===== config.mk =====
export PLATFORM = sky130hd
export DESIGN_NAME = fp_issue_scoreboard_flat
export DESIGN_NICKNAME = d
export VERILOG_FILES = /design/src/rtl/fp_issue_scoreboard_if.sv /design/src/rtl/fp_issue_scoreboard.sv /design/src/flat_wrapper.sv
export SDC_FILE = /design/constraint.sdc
export NUM_CORES = 1
export LEC_CHECK = 0
export CORE_AREA = 2 2 91 93
export CTS_CLUSTER_DIAMETER = 30
export DETAILED_ROUTE_END_ITERATION = 8
export DIE_AREA = 0 0 93 95
export PLACE_DENSITY = 0.75
export SLEW_MARGIN = 20
export SYNTH_ARGS = -nofsm -noshare
export SYNTH_HDL_FRONTEND = slang
export SYNTH_SLANG_ARGS = --single-unit

===== constraint.sdc =====
create_clock -name clk -period 5.9 [get_ports clk]
set_input_delay 0.59 -clock clk [delete_from_list [all_inputs] [get_ports clk]]
set_output_delay 0.59 -clock clk [all_outputs]
set_load 0.01 [all_outputs]

===== src/rtl/fp_issue_scoreboard_if.sv =====
// ID-stage issue bus between the decode stage and the FP issue scoreboard.
// Register specifiers follow the pipeline convention that bit 0 is the MSB.
interface fp_issue_scoreboard_if;
  logic        id_valid;
  logic        id_fp_op;
  logic        id_f_reg_wr;
  logic        id_rs_fp;
  logic        id_rt_fp;
  logic [0:4]  id_rs;
  logic [0:4]  id_rt;
  logic [0:4]  id_rd;
  logic        stall_fp;
  logic        issue;
  logic        wb_valid;
  logic [4:0]  wb_rd;
  logic [31:0] pending;
  logic [3:0]  in_flight;

  modport master (
    output id_valid, id_fp_op, id_f_reg_wr, id_rs_fp, id_rt_fp, id_rs, id_rt, id_rd,
    input  stall_fp, issue, wb_valid, wb_rd, pending, in_flight
  );

  modport slave (
    input  id_valid, id_fp_op, id_f_reg_wr, id_rs_fp, id_rt_fp, id_rs, id_rt, id_rd,
    output stall_fp, issue, wb_valid, wb_rd, pending, in_flight
  );
endinterface


===== src/rtl/fp_issue_scoreboard.sv =====
// FP issue scoreboard: a shift-pipe of FPU_LAT reservation slots tracks FPU
// results in flight; slot k writes back in k cycles. ID is stalled on RAW,
// WAW and FP write-port collisions.
// Optional build macro FP_SCOREBOARD_WB_FORWARD_EN: when defined, the slot
// writing back this cycle is ignored by the RAW/WAW checks because the
// register file (or external forwarding) supplies that value in time.
module fp_issue_scoreboard #(
  parameter int FPU_LAT = 4
) (
  input logic                  clk,
  input logic                  reset,
  fp_issue_scoreboard_if.slave sb
);

  localparam logic [3:0] LatCnt = 4'(FPU_LAT);

  logic [FPU_LAT-1:0]      v_q, v_d;
  logic [FPU_LAT-1:0][4:0] rd_q, rd_d;
  logic [3:0]              in_flight_q, in_flight_d;

  logic [31:0] pend_all;
  logic [31:0] pend_chk;
  logic        raw_hz, waw_hz, port_hz;
  logic        stall, issue, fpu_issue;

  // Decode reservation slots into per-register pending masks
  always_comb begin
    pend_all = '0;
    pend_chk = '0;
    for (int k = 0; k < FPU_LAT; k++) begin
      if (v_q[k]) begin
        pend_all[rd_q[k]] = 1'b1;
`ifdef FP_SCOREBOARD_WB_FORWARD_EN
        if (k != 0) pend_chk[rd_q[k]] = 1'b1;
`else
        pend_chk[rd_q[k]] = 1'b1;
`endif
      end
    end
  end

  // Hazard detection and issue decision
  always_comb begin
    raw_hz    = (sb.id_rs_fp && pend_chk[sb.id_rs]) ||
                (sb.id_rt_fp && pend_chk[sb.id_rt]);
    waw_hz    = sb.id_f_reg_wr && pend_chk[sb.id_rd];
    // A non-FPU FP write lands one cycle after issue, i.e. on slot 1's port cycle
    port_hz   = sb.id_f_reg_wr && !sb.id_fp_op && v_q[1];
    stall     = sb.id_valid && (raw_hz || waw_hz || port_hz);
    issue     = sb.id_valid && !stall;
    fpu_issue = issue && sb.id_fp_op;
  end

  // Next-state: shift the reservation pipe and track the in-flight count
  always_comb begin
    v_d  = '0;
    rd_d = '0;
    for (int k = 0; k < FPU_LAT - 1; k++) begin
      v_d[k]  = v_q[k+1];
      rd_d[k] = rd_q[k+1];
    end
    v_d[FPU_LAT-1]  = fpu_issue;
    rd_d[FPU_LAT-1] = fpu_issue ? 5'(sb.id_rd) : 5'd0;

    in_flight_d = in_flight_q;
    if (fpu_issue && !v_q[0]) begin
      if (in_flight_q < LatCnt) in_flight_d = in_flight_q + 4'd1;
    end else if (!fpu_issue && v_q[0]) begin
      if (in_flight_q != 4'd0) in_flight_d = in_flight_q - 4'd1;
    end
  end

  // State registers; reset discards all reservations
  always_ff @(posedge clk or negedge reset) begin
    if (!reset) begin
      v_q         <= '0;
      rd_q        <= '0;
      in_flight_q <= '0;
    end else begin
      v_q         <= v_d;
      rd_q        <= rd_d;
      in_flight_q <= in_flight_d;
    end
  end

  assign sb.stall_fp  = stall;
  assign sb.issue     = issue;
  assign sb.wb_valid  = v_q[0];
  assign sb.wb_rd     = rd_q[0];
  assign sb.pending   = pend_all;
  assign sb.in_flight = in_flight_q;

endmodule


===== src/flat_wrapper.sv =====
// flat-port wrapper written by rule: the top's interface ports become plain ports
module fp_issue_scoreboard_flat 
#(
  parameter int FPU_LAT = 4
)
  (clk, reset, sb_id_valid, sb_id_fp_op, sb_id_f_reg_wr, sb_id_rs_fp, sb_id_rt_fp, sb_id_rs, sb_id_rt, sb_id_rd, sb_stall_fp, sb_issue, sb_wb_valid, sb_wb_rd, sb_pending, sb_in_flight);
  fp_issue_scoreboard_if sb_i ();
  input logic clk;
  input logic reset;
  input wire logic [$bits(sb_i.id_valid)-1:0] sb_id_valid;
  input wire logic [$bits(sb_i.id_fp_op)-1:0] sb_id_fp_op;
  input wire logic [$bits(sb_i.id_f_reg_wr)-1:0] sb_id_f_reg_wr;
  input wire logic [$bits(sb_i.id_rs_fp)-1:0] sb_id_rs_fp;
  input wire logic [$bits(sb_i.id_rt_fp)-1:0] sb_id_rt_fp;
  input wire logic [$bits(sb_i.id_rs)-1:0] sb_id_rs;
  input wire logic [$bits(sb_i.id_rt)-1:0] sb_id_rt;
  input wire logic [$bits(sb_i.id_rd)-1:0] sb_id_rd;
  output wire logic [$bits(sb_i.stall_fp)-1:0] sb_stall_fp;
  output wire logic [$bits(sb_i.issue)-1:0] sb_issue;
  output wire logic [$bits(sb_i.wb_valid)-1:0] sb_wb_valid;
  output wire logic [$bits(sb_i.wb_rd)-1:0] sb_wb_rd;
  output wire logic [$bits(sb_i.pending)-1:0] sb_pending;
  output wire logic [$bits(sb_i.in_flight)-1:0] sb_in_flight;
  assign sb_i.id_valid = sb_id_valid;
  assign sb_i.id_fp_op = sb_id_fp_op;
  assign sb_i.id_f_reg_wr = sb_id_f_reg_wr;
  assign sb_i.id_rs_fp = sb_id_rs_fp;
  assign sb_i.id_rt_fp = sb_id_rt_fp;
  assign sb_i.id_rs = sb_id_rs;
  assign sb_i.id_rt = sb_id_rt;
  assign sb_i.id_rd = sb_id_rd;
  assign sb_stall_fp = sb_i.stall_fp;
  assign sb_issue = sb_i.issue;
  assign sb_wb_valid = sb_i.wb_valid;
  assign sb_wb_rd = sb_i.wb_rd;
  assign sb_pending = sb_i.pending;
  assign sb_in_flight = sb_i.in_flight;
  fp_issue_scoreboard #(.FPU_LAT(FPU_LAT)) u_core (.clk(clk), .reset(reset), .sb(sb_i));
endmodule

# == Word-level counts from Yosys, hierarchy flattened ==
# Cells that the tools add are included.
# totals
reg_bits,28
in_bits,22
out_inout_bits,44
word_cells,72
# op_classes
n_addsub,2
n_lt_le_gt_ge,12
n_eq_ne,1
n_mux,23
n_bitwise,3
n_reduce_logical,25
# ops
cell,n
two-way mux 32 bit,4
OR 32 bit,3
"less-than comparator 5 x 6 -> 1 bit, second input constant",7
demux 1 bit (select 5 bit),4
">= comparator 5 x 1 -> 1 bit, second input constant",4
two-way mux 4 bit,4
binary-select mux 1 bit (select 5 bit),3
logical AND 1 bit,14
two-way mux 1 bit,7
two-way mux 5 bit,1
"adder 4 x 1 -> 4 bit, second input constant",1
zero test 1 bit,4
"less-than comparator 4 x 3 -> 1 bit, second input constant",1
nonzero test 2 bit,2
nonzero test 4 bit,1
"subtractor 4 x 1 -> 4 bit, second input constant",1
logical OR 1 bit,3
AND reduction 3 bit,1
"!= test 2 bit, second input constant",1

# == Logic depth before layout (Yosys ltp) ==
# logic_depth
ltp_word,25
mapped_depth,19

# == Worst setup path after synthesis ==
# Ideal clock, no wire load.
# synth_timing
path_kind,flip-flop to flip-flop
start,reg u_core.v_q[1]
end,"reg u_core.in_flight_q[2], in the netlist u_core.sb.in_flight[2]"
arrival_time_ns,3.898
path_slack_ns,1.937
stages_incl_launch_ff,19
path_buffers,2
period_less_slack_ns,3.963
path_cell_list,dfrtp_1 buf_2 or4b_4 o22ai_1 or2_1 mux4_2 mux2_2 or3_4 a41oi_4 nand2_4 buf_6 inv_1 nand2_1 fa_1 xor2_1 o31ai_1 a211o_1 o31ai_1 o22a_1
# synth_between
elab_chain_len,19
word_cells_on_any_way,30
# synth_rtl
item,line_no,text
from (decl),fp_issue_scoreboard.sv:17,"logic [FPU_LAT-1:0] v_q, v_d;"
from (signal assigned),fp_issue_scoreboard.sv:80,v_q <= v_d;
two-way mux 32 bit (*),-,
OR 32 bit (no line),-,
two-way mux 32 bit (*),-,
OR 32 bit (no line),-,
two-way mux 32 bit (*),-,
named net sb_pending[8],flat_wrapper.sv:22,output wire logic [$bits(sb_i.pending)-1:0] sb_pending;
binary-select mux 1 bit (select 5 bit) (on tied branches),"fp_issue_scoreboard.sv:44, fp_issue_scoreboard.sv:45",
two-way mux 1 bit (on tied branches),"fp_issue_scoreboard.sv:44, fp_issue_scoreboard.sv:45",
[... 5 more ...],-,
zero test 1 bit (*),fp_issue_scoreboard.sv:50,issue = sb.id_valid && !stall;
logical AND 1 bit (*),fp_issue_scoreboard.sv:50,
logical AND 1 bit (*),fp_issue_scoreboard.sv:51,fpu_issue = issue && sb.id_fp_op;
named net u_core.fpu_issue,fp_issue_scoreboard.sv:24,"logic stall, issue, fpu_issue;"
zero test 1 bit,fp_issue_scoreboard.sv:68,end else if (!fpu_issue && v_q[0]) begin
logical AND 1 bit,fp_issue_scoreboard.sv:68,
nonzero test 2 bit (no line),-,
AND reduction 3 bit (no line),-,
to (signal assigned),fp_issue_scoreboard.sv:82,in_flight_q <= in_flight_d;
to (decl),fp_issue_scoreboard.sv:19,"logic [3:0] in_flight_q, in_flight_d;"
# The timed path passes the listed nets; every way through them passes the cells marked *. The select of a mux whose other input is x is not followed.
# A chain may end at the register's enable or synchronous reset.

# == Worst setup path in the final report ==
# layout_timing
start,reg u_core.v_q[0]
end,out sb_stall_fp
# layout_between
elab_chain_len,14
word_cells_on_any_way,20
# layout_rtl
item,line_no,text
two-way mux 32 bit (*),fp_issue_scoreboard.sv:31,if (v_q[k]) begin
OR 32 bit (no line),-,
two-way mux 32 bit (*),fp_issue_scoreboard.sv:31,
OR 32 bit (no line),-,
two-way mux 32 bit (*),fp_issue_scoreboard.sv:31,
OR 32 bit (no line),-,
two-way mux 32 bit (*),fp_issue_scoreboard.sv:31,
binary-select mux 1 bit (select 5 bit) (on tied branches),"fp_issue_scoreboard.sv:44, fp_issue_scoreboard.sv:45",
two-way mux 1 bit (on tied branches),"fp_issue_scoreboard.sv:44, fp_issue_scoreboard.sv:45",
logical AND 1 bit (on tied branches),"fp_issue_scoreboard.sv:44, fp_issue_scoreboard.sv:45",
logical OR 1 bit,fp_issue_scoreboard.sv:44,raw_hz = (sb.id_rs_fp && pend_chk[sb.id_rs]) ||
logical OR 1 bit (*) (2 in a row),fp_issue_scoreboard.sv:49,stall = sb.id_valid && (raw_hz || waw_hz || port_hz);
logical AND 1 bit (*),fp_issue_scoreboard.sv:49,
to (decl),flat_wrapper.sv:18,output wire logic [$bits(sb_i.stall_fp)-1:0] sb_stall_fp;
# Mark *: on every way between the ends. The rest lies on a longest branch, timed or not. The select of a mux whose other input is x is not followed.

==> flow_summary_export.csv <==
group,metric,value,unit
logic_synthesis,syn_area,3040,um2
detailed_routing,drtAntennaViolNets,0,
clocking,cts_tree,"built",
sta,finalHoldViolCount,0,
floorplan,pin_count,66,
placed_design,port_buffers,65,
floorplan,dieWidth,93,um
sta,period_share,79.1,%
logic_synthesis,synth_nets,361,
setup_path,crit_chain,"or4b_2 -> o221ai_1 -> mux4_2 -> a2bb2oi_1 -> o221ai_1 -> or2_2 -> a31oi_1 -> clkdlybuf4s50_1",
logic_synthesis,synth-main-ff-cell,"dfrtp_1",
sta,finalClockSkew,0.00464,ns
logic_synthesis,ys_ff_latch,28,
logic_synthesis,synth_largest_area_cell,"dfrtp_1",
clocking,cts_resized,0,
floorplan,start_util,38.4,%
global_routing,grt_max_degree,29,
pwr,p_per_area,159,nW/um2
floorplan,coreArea,7930,um2
cells_and_area,fin_util,47.7,%
floorplan,dieArea,8840,um2
cells_and_area,fin_nets,411,
setup_path,cp.arrival,4.08,ns
global_routing,grt_pass1_vias,3140,
setup_path,crit_family,"compound AO/OA/AOI/OAI gates",
logic_synthesis,yosysSeqAreaShare,23.0,%
detailed_routing,wl_per_cell,23.6,um
setup_path,critPathLaunchType,"flip-flop",
sta,maxSlewHeadroom,60.2,%
cells_and_area,drive_above_1_share,11.4,%
clocking,htreeDepth,1,
logic_synthesis,synth_area_per_cell,9.05,um2
floorplan,die_h,95,um
placed_design,dpl.hpwl,9090,um
floorplan,row_count,33,
clocking,path_clk_slew,0.08,ns
sta,tightest_slew,0.597,ns
job,max_cap_violations,0,
detailed_routing,drt-total-wl,11500,um
detailed_routing,dr.first_iter.drc_count,705,
setup_path,crit_top_cell,"o221ai_1",
logic_synthesis,synthTopCellsByArea,"dfrtp_1 23%, mux4_2 11%, o22ai_1 8.6%",
detailed_routing,drc_errors,0,
logic_synthesis,synth-edff-count,0,
pwr,fin_total_pwr,0.603,mW
detailed_routing,viasPerCell,6.97,
setup_path,slowest_delay,0.73,ns
clocking,postCtsSetupBuffers,0,
hold_path,hold_class,"flip-flop to flip-flop",
clocking,clk_latency,0.27,ns
status,status,"completed",
sta,period_minus_slack,4.67,ns
sta,fin_setup_tns,0,ns
logic_synthesis,synth_cell_type_count,60,
setup_path,cp.required,5.31,ns
logic_synthesis,synth_top_area_share,23.0,%
pwr,p_leak,1.35,nW
logic_synthesis,synthArstFlopShare,100,%
cells_and_area,antennaDiodeCount,0,
setup_path,critPathSlowestCell,"dfrtp_1",
global_routing,antenna_found_initial,0,
logic_synthesis,ys_warn_count,0,
clocking,holdBufCountCts,0,
sta,rsz0062_at_grt,"no",
clocking,cts-root-buf,"clkbuf_8",
cells_and_area,area_growth,24.4,%
setup_path,path_class,"flip-flop to primary output",
logic_synthesis,netlist_instances,336,
global_routing,grt_pass1_wl,17500,um
pwr,ir_worst_vdd,0.107,mV
setup_path,cp_max_fo,16,
clocking,cts_buffers,3,
clocking,cts_sinks,28,
detailed_routing,vias,3416,
global_routing,track_usage,25.9,%
setup_path,critPathCaptureType,"primary output",
clocking,clock_tree.buffer_depth,2,
sta,fmax,214,MHz
sta,drv_slew,0,
detailed_routing,drt_pass1_iterations,6,
global_routing,grt-ovfl-total,0,
setup_path,path_buf_inv,1,
placed_design,place_congestion,0.989,
sta,finalSetupViolCount,0,
## cells in the final DEF, fill, tap and decap left out, drive strengths merged, types with 3 or more instances in the layout
| cell | instances |
|---|---|
| nand2b | 9 |
| clkbuf | 4 |
| or3 | 5 |
| nor4 | 6 |
| o221ai | 12 |
| nand4b | 12 |
| nor2 | 15 |
| a31oi | 4 |
| nand2 | 17 |
| or4bb | 5 |
| a211o | 4 |
| nand4 | 5 |
| clkdlybuf4s50 | 65 |
| or2 | 24 |
| nor3 | 27 |
| o21ai | 3 |
| or4b | 4 |
| mux2i | 6 |
| o22a | 12 |
| mux4 | 15 |
| mux2 | 3 |
| a21o | 3 |
| o22ai | 42 |
| and3 | 3 |
| inv | 11 |
| dfrtp | 28 |
| o311ai | 4 |
| nand4bb | 7 |
## cells by family after synthesis
logic type	after synthesis	share of synthesized area, %
flops	28	23.0
buf+inv	33	4.90
compound gates	99	25.0
mux	24	14.2
simple gates	148	31.1
fa+ha+maj	3	1.48
xor+xnor	1	0.288
## flip-flops by register name, indices dropped and copies added (netlist names)
| signal | count |
|---|---|
| u_core.v_q | 4 |
| u_core.sb.in_flight | 4 |
| u_core.rd_d | 15 |
| u_core.sb.wb_rd | 5 |
## per-layer routing
| metal | global-route usage (%) | part of all wire [%] |
|---|---|---|
| met1 | 35.5 | 39 |
| met2 | 41.0 | 46 |
| met3 | 2.79 | 10 |
| met4 | 12.3 | 5.0 |
| met5 | 0 | 0 |
## cell usage after synthesis (8+ instances only)
cell type and count:
nor3_1 27, o22ai_1 42, o22a_1 12, nand4b_1 12
inv_1 11, nand2_1 16, nand2b_1 9, or2_1 8
or2_2 13, mux4_2 15, dfrtp_1 28, buf_2 14
o221ai_1 11, nor2_1 15
## metrics by stage
| step | cell area, um2 | instances | hold slack (ns) | setup WS, ns |
|---|---|---|---|---|
| floorplan | 3040 | 336 | 0.294 | 1.94 |
| global placement | 3730 | 486 | 0.426 | 1.35 |
| detailed placement | 3730 | 486 | 0.423 | 1.18 |
| CTS | 3780 | 490 | 0.460 | 1.34 |
| global route | 3780 | 490 | 0.478 | 1.03 |
| finish | 3780 | 490 | 0.450 | 1.23 |
## worst register-to-register path, delay by kind of cell (launching register included)
kind	cells	cell delay, ns
flip-flops	1	0.73
AO/OA/AOI/OAI	8	1.89
AND/OR/NAND/NOR	3	1.02
buffers and inverters	1	0.08
adder cells (fa/ha/maj)	1	0.27
XOR/XNOR	1	0.25
multiplexers	1	0.36
## power breakdown
| part | internal [mW] | total, mW | leakage (nW) | switching (mW) |
|---|---|---|---|---|
| registers | 0.211 | 0.257 | 0.371 | 0.0458 |
| logic | 0.118 | 0.232 | 0.953 | 0.114 |
| clock network | 0.0597 | 0.114 | 0.0288 | 0.0539 |
## final timing paths
path                       cells after the start       startpoint  slack [ns]                endpoint
min in group asynchronous                      2            reset        0.68  u_core.sb.in_flight[2]
max                                            8    u_core.v_q[0]        1.23             sb_stall_fp
min                                            0  u_core.rd_d[11]        0.45          u_core.rd_d[6]
max in group asynchronous                      2            reset        4.97           u_core.v_q[2]
min reg2reg                                    0  u_core.rd_d[11]        0.45          u_core.rd_d[6]
max reg2reg                                   15    u_core.v_q[0]        1.25  u_core.sb.in_flight[2]
## final cells by class
cell class | instances | area [um2]
fillers | 777 | 4150
flip-flops and latches | 28 | 701
inverters | 12 | 45.0
repair buffers | 66 | 658
clock buffers | 4 | 55.1
well taps | 105 | 131
multi-input cells | 275 | 2190
No activity file was read; power rests on OpenSTA's default activity.
